### src/rtl/serial_adder_n.sv
// -----------------------------------------------------------------------------
// serial_adder_n
//
// Bit-serial N-bit adder. One 1-bit full adder cell (full_adder_1) is reused
// every clock. Two operands and a carry-in are latched on an accepted start.
// The block then adds one bit per cycle, LSB first, with a registered carry.
// After WIDTH cycles it presents the full sum, the carry-out and a one-cycle
// done pulse.
//
// Optional feature macro: SERIAL_ADDER_N_OVF_EN
//   When this macro is defined, the o_ovf port exists and reports two's-
//   complement overflow of A+B+cin. When it is undefined, the port and its
//   logic are absent.
//
// Ports
//   i_clk    in   1      clock, rising edge
//   i_rst_n  in   1      asynchronous active-low reset
//   i_start  in   1      start request (accepted in IDLE or DONE)
//   i_a      in   WIDTH  operand A, latched on accept
//   i_b      in   WIDTH  operand B, latched on accept
//   i_cin    in   1      carry-in, latched on accept
//   o_busy   out  1      high while bits are being processed
//   o_done   out  1      one-cycle pulse, result valid
//   o_sum    out  WIDTH  registered sum, held until the next completion
//   o_cout   out  1      registered carry-out of bit WIDTH-1
//   o_ovf    out  1      registered signed overflow (macro builds only)
// -----------------------------------------------------------------------------

// 1-bit full adder cell.
//   i_a, i_b, i_cin : addend bits and carry-in
//   o_sum, o_cout   : sum bit and carry-out
module full_adder_1 (
    input  logic i_a,
    input  logic i_b,
    input  logic i_cin,
    output logic o_sum,
    output logic o_cout
);

    assign o_sum  = i_a ^ i_b ^ i_cin;
    assign o_cout = (i_a & i_b) | (i_cin & (i_a ^ i_b));

endmodule

module serial_adder_n #(
    parameter int WIDTH = 8
) (
    input  logic             i_clk,
    input  logic             i_rst_n,
    input  logic             i_start,
    input  logic [WIDTH-1:0] i_a,
    input  logic [WIDTH-1:0] i_b,
    input  logic             i_cin,
    output logic             o_busy,
    output logic             o_done,
    output logic [WIDTH-1:0] o_sum,
`ifdef SERIAL_ADDER_N_OVF_EN
    output logic             o_cout,
    output logic             o_ovf
`else
    output logic             o_cout
`endif
);

    localparam int CW = $clog2(WIDTH + 1);
    localparam logic [CW-1:0] CNT_ONE  = CW'(1);
    localparam logic [CW-1:0] CNT_LAST = CW'(WIDTH - 1);

    typedef enum logic [1:0] {
        ST_IDLE,
        ST_RUN,
        ST_DONE
    } state_t;

    state_t           state_q, state_d;
    logic [WIDTH-1:0] a_sr_q, a_sr_d;
    logic [WIDTH-1:0] b_sr_q, b_sr_d;
    logic [WIDTH-1:0] s_sr_q, s_sr_d;
    logic             c_q, c_d;
    logic [CW-1:0]    cnt_q, cnt_d;
    logic [WIDTH-1:0] sum_q, sum_d;
    logic             cout_q, cout_d;
`ifdef SERIAL_ADDER_N_OVF_EN
    logic             ovf_q, ovf_d;
`endif

    logic fa_sum;
    logic fa_cout;

    // The single shared cell always works on the current LSBs and the carry.
    full_adder_1 u_fa (
        .i_a    (a_sr_q[0]),
        .i_b    (b_sr_q[0]),
        .i_cin  (c_q),
        .o_sum  (fa_sum),
        .o_cout (fa_cout)
    );

    // Next-state logic. Every register holds by default. Accepting a start is
    // the same action from IDLE and from DONE, which allows back-to-back runs.
    always_comb begin
        state_d = state_q;
        a_sr_d  = a_sr_q;
        b_sr_d  = b_sr_q;
        s_sr_d  = s_sr_q;
        c_d     = c_q;
        cnt_d   = cnt_q;
        sum_d   = sum_q;
        cout_d  = cout_q;
`ifdef SERIAL_ADDER_N_OVF_EN
        ovf_d   = ovf_q;
`endif

        case (state_q)
            ST_IDLE, ST_DONE: begin
                if (i_start) begin
                    a_sr_d  = i_a;
                    b_sr_d  = i_b;
                    c_d     = i_cin;
                    cnt_d   = '0;
                    state_d = ST_RUN;
                end else begin
                    state_d = ST_IDLE;
                end
            end

            ST_RUN: begin
                a_sr_d = a_sr_q >> 1;
                b_sr_d = b_sr_q >> 1;
                s_sr_d = {fa_sum, s_sr_q[WIDTH-1:1]};
                c_d    = fa_cout;
                cnt_d  = cnt_q + CNT_ONE;
                if (cnt_q == CNT_LAST) begin
                    // The result includes the bit that is being computed now.
                    sum_d   = {fa_sum, s_sr_q[WIDTH-1:1]};
                    cout_d  = fa_cout;
`ifdef SERIAL_ADDER_N_OVF_EN
                    // c_q is the carry into the MSB. fa_cout is the carry out of the MSB.
                    ovf_d   = c_q ^ fa_cout;
`endif
                    state_d = ST_DONE;
                end
            end

            default: state_d = ST_IDLE;
        endcase
    end

    // State and datapath registers. Asynchronous reset clears everything.
    always_ff @(posedge i_clk or negedge i_rst_n) begin
        if (!i_rst_n) begin
            state_q <= ST_IDLE;
            a_sr_q  <= '0;
            b_sr_q  <= '0;
            s_sr_q  <= '0;
            c_q     <= 1'b0;
            cnt_q   <= '0;
            sum_q   <= '0;
            cout_q  <= 1'b0;
`ifdef SERIAL_ADDER_N_OVF_EN
            ovf_q   <= 1'b0;
`endif
        end else begin
            state_q <= state_d;
            a_sr_q  <= a_sr_d;
            b_sr_q  <= b_sr_d;
            s_sr_q  <= s_sr_d;
            c_q     <= c_d;
            cnt_q   <= cnt_d;
            sum_q   <= sum_d;
            cout_q  <= cout_d;
`ifdef SERIAL_ADDER_N_OVF_EN
            ovf_q   <= ovf_d;
`endif
        end
    end

    assign o_busy = (state_q == ST_RUN);
    assign o_done = (state_q == ST_DONE);
    assign o_sum  = sum_q;
    assign o_cout = cout_q;
`ifdef SERIAL_ADDER_N_OVF_EN
    assign o_ovf  = ovf_q;
`endif

endmodule

### config.mk
export PLATFORM = sky130hd
export DESIGN_NAME = serial_adder_n
export DESIGN_NICKNAME = d
export VERILOG_FILES = /design/src/rtl/serial_adder_n.sv
export SDC_FILE = /design/constraint.sdc
export NUM_CORES = 1
export LEC_CHECK = 0
export ABC_AREA = 1
export BUFFER_PORTS_ARGS = -buffer_cell sky130_fd_sc_hd__buf_2
export CORE_AREA = 2 2 89 57
export DETAILED_ROUTE_END_ITERATION = 6
export DIE_AREA = 0 0 91 59
export PLACE_DENSITY_LB_ADDON = 0.1
export SLEW_MARGIN = 20
export SYNTH_ARGS = -nofsm -noshare
export SYNTH_HDL_FRONTEND = slang
export SYNTH_HIERARCHICAL = 1
export SYNTH_SLANG_ARGS = --single-unit
### constraint.sdc
create_clock -name i_clk -period 3.5 [get_ports i_clk]
set_clock_uncertainty 0.2 [all_clocks]
set_input_delay 0.175 -clock i_clk [delete_from_list [all_inputs] [get_ports i_clk]]
set_output_delay 0.175 -clock i_clk [all_outputs]
set_load 0.05 [all_outputs]
Yosys cells after proc, flatten, opt, wreduce, memory -nomap -nowiden:

Cells that the tools add are included.

* register bits: 40
* input port bits: 20
* output and inout bits: 11

* add/subtract/negate cells: 1
* equality and inequality tests: 5
* multiplexer cells: 11
* bitwise gates (word level): 5
* reduce and logical (&&, ||, !) cells: 5

Operators by type and width (number)
* 8-bit one-hot mux with 2 select lines: 2
* 8-bit two-way mux: 2
* 4-bit one-hot mux with 2 select lines: 1
* 4-bit by 1-bit adder with 4-bit output, second input constant: 1
* 4-bit by 3-bit equality test with 1-bit output, second input constant: 1
* 4-bit two-way mux: 1
* 2-bit one-hot mux with 2 select lines: 1
* 2-bit AND reduction: 2
* 1-bit AND: 2
* 2-bit by 1-bit equality test with 1-bit output, second input constant: 1
* 2-bit equality test, second input constant: 1
* 2-bit zero test: 1
* 1-bit two-way mux: 2
* 2-bit two-way mux: 1
* 2-bit by 1-bit != test with 1-bit output, second input constant: 1
* 2-bit != test, second input constant: 1
* 1-bit one-hot mux with 2 select lines: 1
* 2-bit nonzero test: 1
* 2-bit OR reduction: 1
* 1-bit XOR: 2
* 1-bit OR: 1

Logic depth before layout (Yosys ltp):

* depth after elaboration: 4
* depth in mapped cells: 7

By module:

Netlist, hierarchy kept.

Modules (own cells, without submodules)
* serial_adder_n: times used 1, cells an instance 218, area an instance 1716.6 µm², seq. area each 975.9 µm²
* full_adder_1: times used 1, cells an instance 1, area an instance 20.0 µm², seq. area each 0.0 µm²

Worst setup path before layout:

Ideal clock, no wire load.

* path type: register to output
* start point: register state_q[1]
* end point: output o_done
* data arrival time: 1086 ps
* path slack: 2039 ps
* cell stages (with the launch flop): 3
* buffers on the path: 0
* path through: dfrtp_1 -> inv_1 -> nor2_1

* longest elaborated chain between the ends: 1

RTL lines
* start, declared: RTL line 75 `state_t state_q, state_d;`
* start signal, assigned: RTL line 164 `state_q <= state_d;`
* 2-bit equality test: RTL line 179 `assign o_done = (state_q == ST_DONE);`
* end, declared: RTL line 55 `output logic o_done,`

No other way between the ends.

Final worst setup path:

* start point: register state_q[0]
* end point: output o_busy

* longest elaborated chain between the ends: 1

RTL lines
* 2-bit by 1-bit equality test with 1-bit output: RTL line 178 `assign o_busy = (state_q == ST_RUN);`
* end, declared: RTL line 54 `output logic o_busy,`

No other way between the ends.

==> out/summary.md <==
The share of total power consumed by net switching was 45.9%; the y dimension of the die was 59 um. The starting density of the core came out at 38.9%. For this run, the top clock speed supported by timing is 486 MHz. The run gives 43.7% as the portion of total power attributed to combinational logic.

The clock sink total was 39; the synthesized flop and latch total was 39. Final routed wire length divided by cell count: 10.5 um. The internal portion of the total power is 1.05 mW.

The total power of the final layout is 1.93 mW, and the peak supply drop is 0.364 mV. Once placement finished, the instance area stood at 1920 um2. TritonCTS built the clock tree.

The run gives 0 as the number of max-cap violations. In this run the remaining antenna-violating nets after routing total 0. The tools report the pin count of the biggest net entering global routing as 40. Critical path's largest stage delay: 510 ps. Compound-cell area share of the yosys netlist: 2.31%. Setup repair after global routing left no endpoint under its margin. Routability-driven placement finished with a final weighted congestion of 0.717.

The final instance area came out at 2200 um2. The tools report the clock insertion delay at the later pin of the skew report as 290 ps. During I/O placement, the number of pins put on the boundary was 31. During synthesis, Yosys emitted a total of 6 warnings. Source of the worst hold timing path: s_sr_q[2]. Along the worst path, the maximum fanout reaches 28.

For this design, the slowest cell found on the critical path is sky130_fd_sc_hd__nor2_4. Across every metal layer, demand over resource in global routing totals 14.7%. The library cells used most frequently in the layout, excluding fill and tap cells, are 128 x sky130_fd_sc_hd__nand2_1, 39 x sky130_fd_sc_hd__dfrtp_1, 30 x sky130_fd_sc_hd__buf_2.

For the finished layout, the period the worst path requires is 2060 ps. When the netlist entered floorplanning its net count stood at 241. The total overflow left after global routing is 0. After clock tree synthesis, the clock-pin slew on the worst setup and hold paths is 80 ps. For the final routed database, the setup TNS stands at 0 ps.

The worst hold path belongs to the class flip-flop to flip-flop. No sink is reached through more buffers than the 2 on the longest clock path. Ranked by total cell area, the synthesized netlist is headed by sky130_fd_sc_hd__dfrtp_1 56%, sky130_fd_sc_hd__nand2_1 28%, sky130_fd_sc_hd__inv_1 4.8%. The synthesized netlist devotes 32.3% of its cell area to simple gates.

In this run the static leakage power is 1.22 nW. The run gives 17 as the count of cell types in the netlist. For this design the ratio of total power to cell area is 877 nW/um2. Averaged over all synthesized cells, the footprint is 7.93 um2.

For this run, asynchronously set or reset flops after synthesis account for 100%. Of the cells placed in the final design, the portion with a size suffix greater than 1 is 16.6%. The run gives 0 as the remaining design rule violation count. The worst setup path is captured at an output port. Start-to-end type of the worst setup path: flip-flop to output port. The area growth from synthesis to layout is 26.9%. The area share of the largest cell type after synthesis is 56.2%. Per report_power, the sequential group accounts for 40.7% of the total. For the worst setup path, the data arrival time is 1680 ps. The multiplexer share of the synthesized area works out to 0%. Tracing the worst setup path back leads to its startpoint at state_q[0]. The library cell used most frequently in the layout, excluding fill and tap cells, is sky130_fd_sc_hd__nand2_1. The logs give 219 for the synthesized netlist cell count and 292 for the final-stage net count. At the pin with the least slew margin, the transition time is 863 ps. The count of antenna diodes in the layout is 0, and the number of buffer cells added on primary ports is 30. In this run the standard cell core region covers 4470 um2. Summed over all instances, the cell type with the most area after synthesis is sky130_fd_sc_hd__dfrtp_1. Traced cell by cell, the critical path runs through inv_2 > nor2_4 > buf_2. The count of pins over their slew limit was 0; the final wirelength was 3.51 mm. The first detailed-routing pass took 4 iterations. The final HPWL from detailed placement was 2.24 mm; the final cycle utilization of the critical path was 58.8%. The worst setup path is launched from a flip-flop. The number of synthesized flops with an enable pin was 0. After detailed routing, the number of vias per cell comes to 4.11. The die area was 5370 um2. For this design the total switching power over the nets is 0.887 mW. For the DRC violation total after the first TritonRoute iteration, the log shows 48. Setup violations remaining at the end of the flow were counted as 0.

Clock root buffer master: sky130_fd_sc_hd__clkbuf_8. For the mapped cell area, the log shows 1740 um2. By area, the combinational part of the netlist is dominated by simple AND/OR/NAND/NOR gates. The logs give 42.4% for the worst-case headroom to the max-slew limit and 2 for the H-tree depth reported by CTS. The logs give 0 for the initial antenna violation count and 19 for the standard-cell row count.

For the portion of the post-synthesis area used by sequential elements, the log shows 56.2%. For this block, the via count after detailed routing is 1374. In this run the horizontal extent of the chip is 91 um. STA puts the critical path data required time at 3120 ps. The most used flip-flop cell after synthesis is sky130_fd_sc_hd__dfrtp_1.

The clock network burns 15.6% of the power. The final count of hold timing violations was 0. Critical register-to-register path startpoint: state_q[0].

Across all hold checks on the routed design, the worst slack comes to 271 ps. The global-route wire length before repair was 6.15 mm. Post-synthesis xor/xnor area fraction: 0%. The area share of fa/ha/maj cells after synthesis works out to 1.87%. The flow ran to the end, and the final reports show no timing, DRC or antenna violations.

The tools report the number of global-route vias before repair as 1354. The tools report the CTS buffer count as 5.
worst paths after layout:
kind	endpoint	slack (ps)	cells past startpoint
max reg2reg	o_sum[3]	1750	5
max in group asynchronous	s_sr_q[5]	2220	2
max	o_busy	1440	3
min reg2reg	o_sum[1]	270	2
min in group asynchronous	o_sum[3]	340	2
min	o_sum[1]	270	2
worst max-delay path, delay by kind of cell, from the launching register on:
family	cells	cell delay [ps]
buffers and inverters	2	450
flip-flops	1	430
AND/OR/NAND/NOR	1	510
through the flow:
stage          setup slack (ps)  instances  util (%)
6_report                   1440        334      49.3
2_1_floorplan              2040        219         -
5_1_grt                    1340        334      49.3
3_3_place_gp               1770        307      43.1
3_5_place_dp               1730        307      43.1
4_1_cts                    1420        334      49.3
cell usage after synthesis (2+ instances only):
| cell | number |
|---|---|
| sky130_fd_sc_hd__buf_4 | 4 |
| sky130_fd_sc_hd__dfrtp_1 | 39 |
| sky130_fd_sc_hd__inv_1 | 22 |
| sky130_fd_sc_hd__nand2_1 | 128 |
| sky130_fd_sc_hd__nand2_2 | 2 |
| sky130_fd_sc_hd__nand3_1 | 4 |
| sky130_fd_sc_hd__nor2_1 | 3 |
| sky130_fd_sc_hd__nor2_2 | 2 |
| sky130_fd_sc_hd__o21ai_0 | 7 |
state kept, by name, summed over array words and instances (netlist names):
register / cells
o_cout: 1
cnt_q: 4
o_sum: 8
a_sr_q: 8
c_q: 1
b_sr_q: 8
state_q: 2
s_sr_q: 7
routing by layer:
metal  up-vias  share of wire [%]  global-route usage (%)
met5         -                  0                       0
met4         0               0.68                    4.55
met3         2                3.3                    3.82
met2        16                 41                    23.3
met1       606                 55                    20.2
li1        750                  -                       -
power groups by stage:
| stage | Clock, mW | Combinational, mW | Sequential, mW |
|---|---|---|---|
| detailed placement | 0 | 0.841 | 0.794 |
| finish | 0.302 | 0.844 | 0.787 |
| CTS | 0.314 | 0.858 | 0.788 |
| global route | 0.334 | 0.974 | 0.820 |
| floorplan | 0 | 0.519 | 0.941 |
| global placement | 0 | 0.829 | 0.791 |
layout make-up:
class                   count  area, um2
fillers                   489       2270
flip-flops and latches     39        976
multi-input cells         152        633
repair buffers             49        340
inverters                  23       86.3
well taps                  63       78.8
clock buffers               5       68.8
clock inverters             3       20.0
cell families (layout without fill, tap and decap cells):
group / Yosys count / in the layout
AOI/OAI and AO/OA: 8 / 8
and+or+nand+nor: 142 / 142
buffers and inverters: 28 / 80
DFF: 39 / 39
adders and majority gates: 2 / 2
what timing repair did:
action	CTS	global route
resized for setup	0	0
hold endpoints to repair	57	0
buffers inserted	0	0
hold buffers	19	0
No activity file was read; power rests on OpenSTA's default activity.
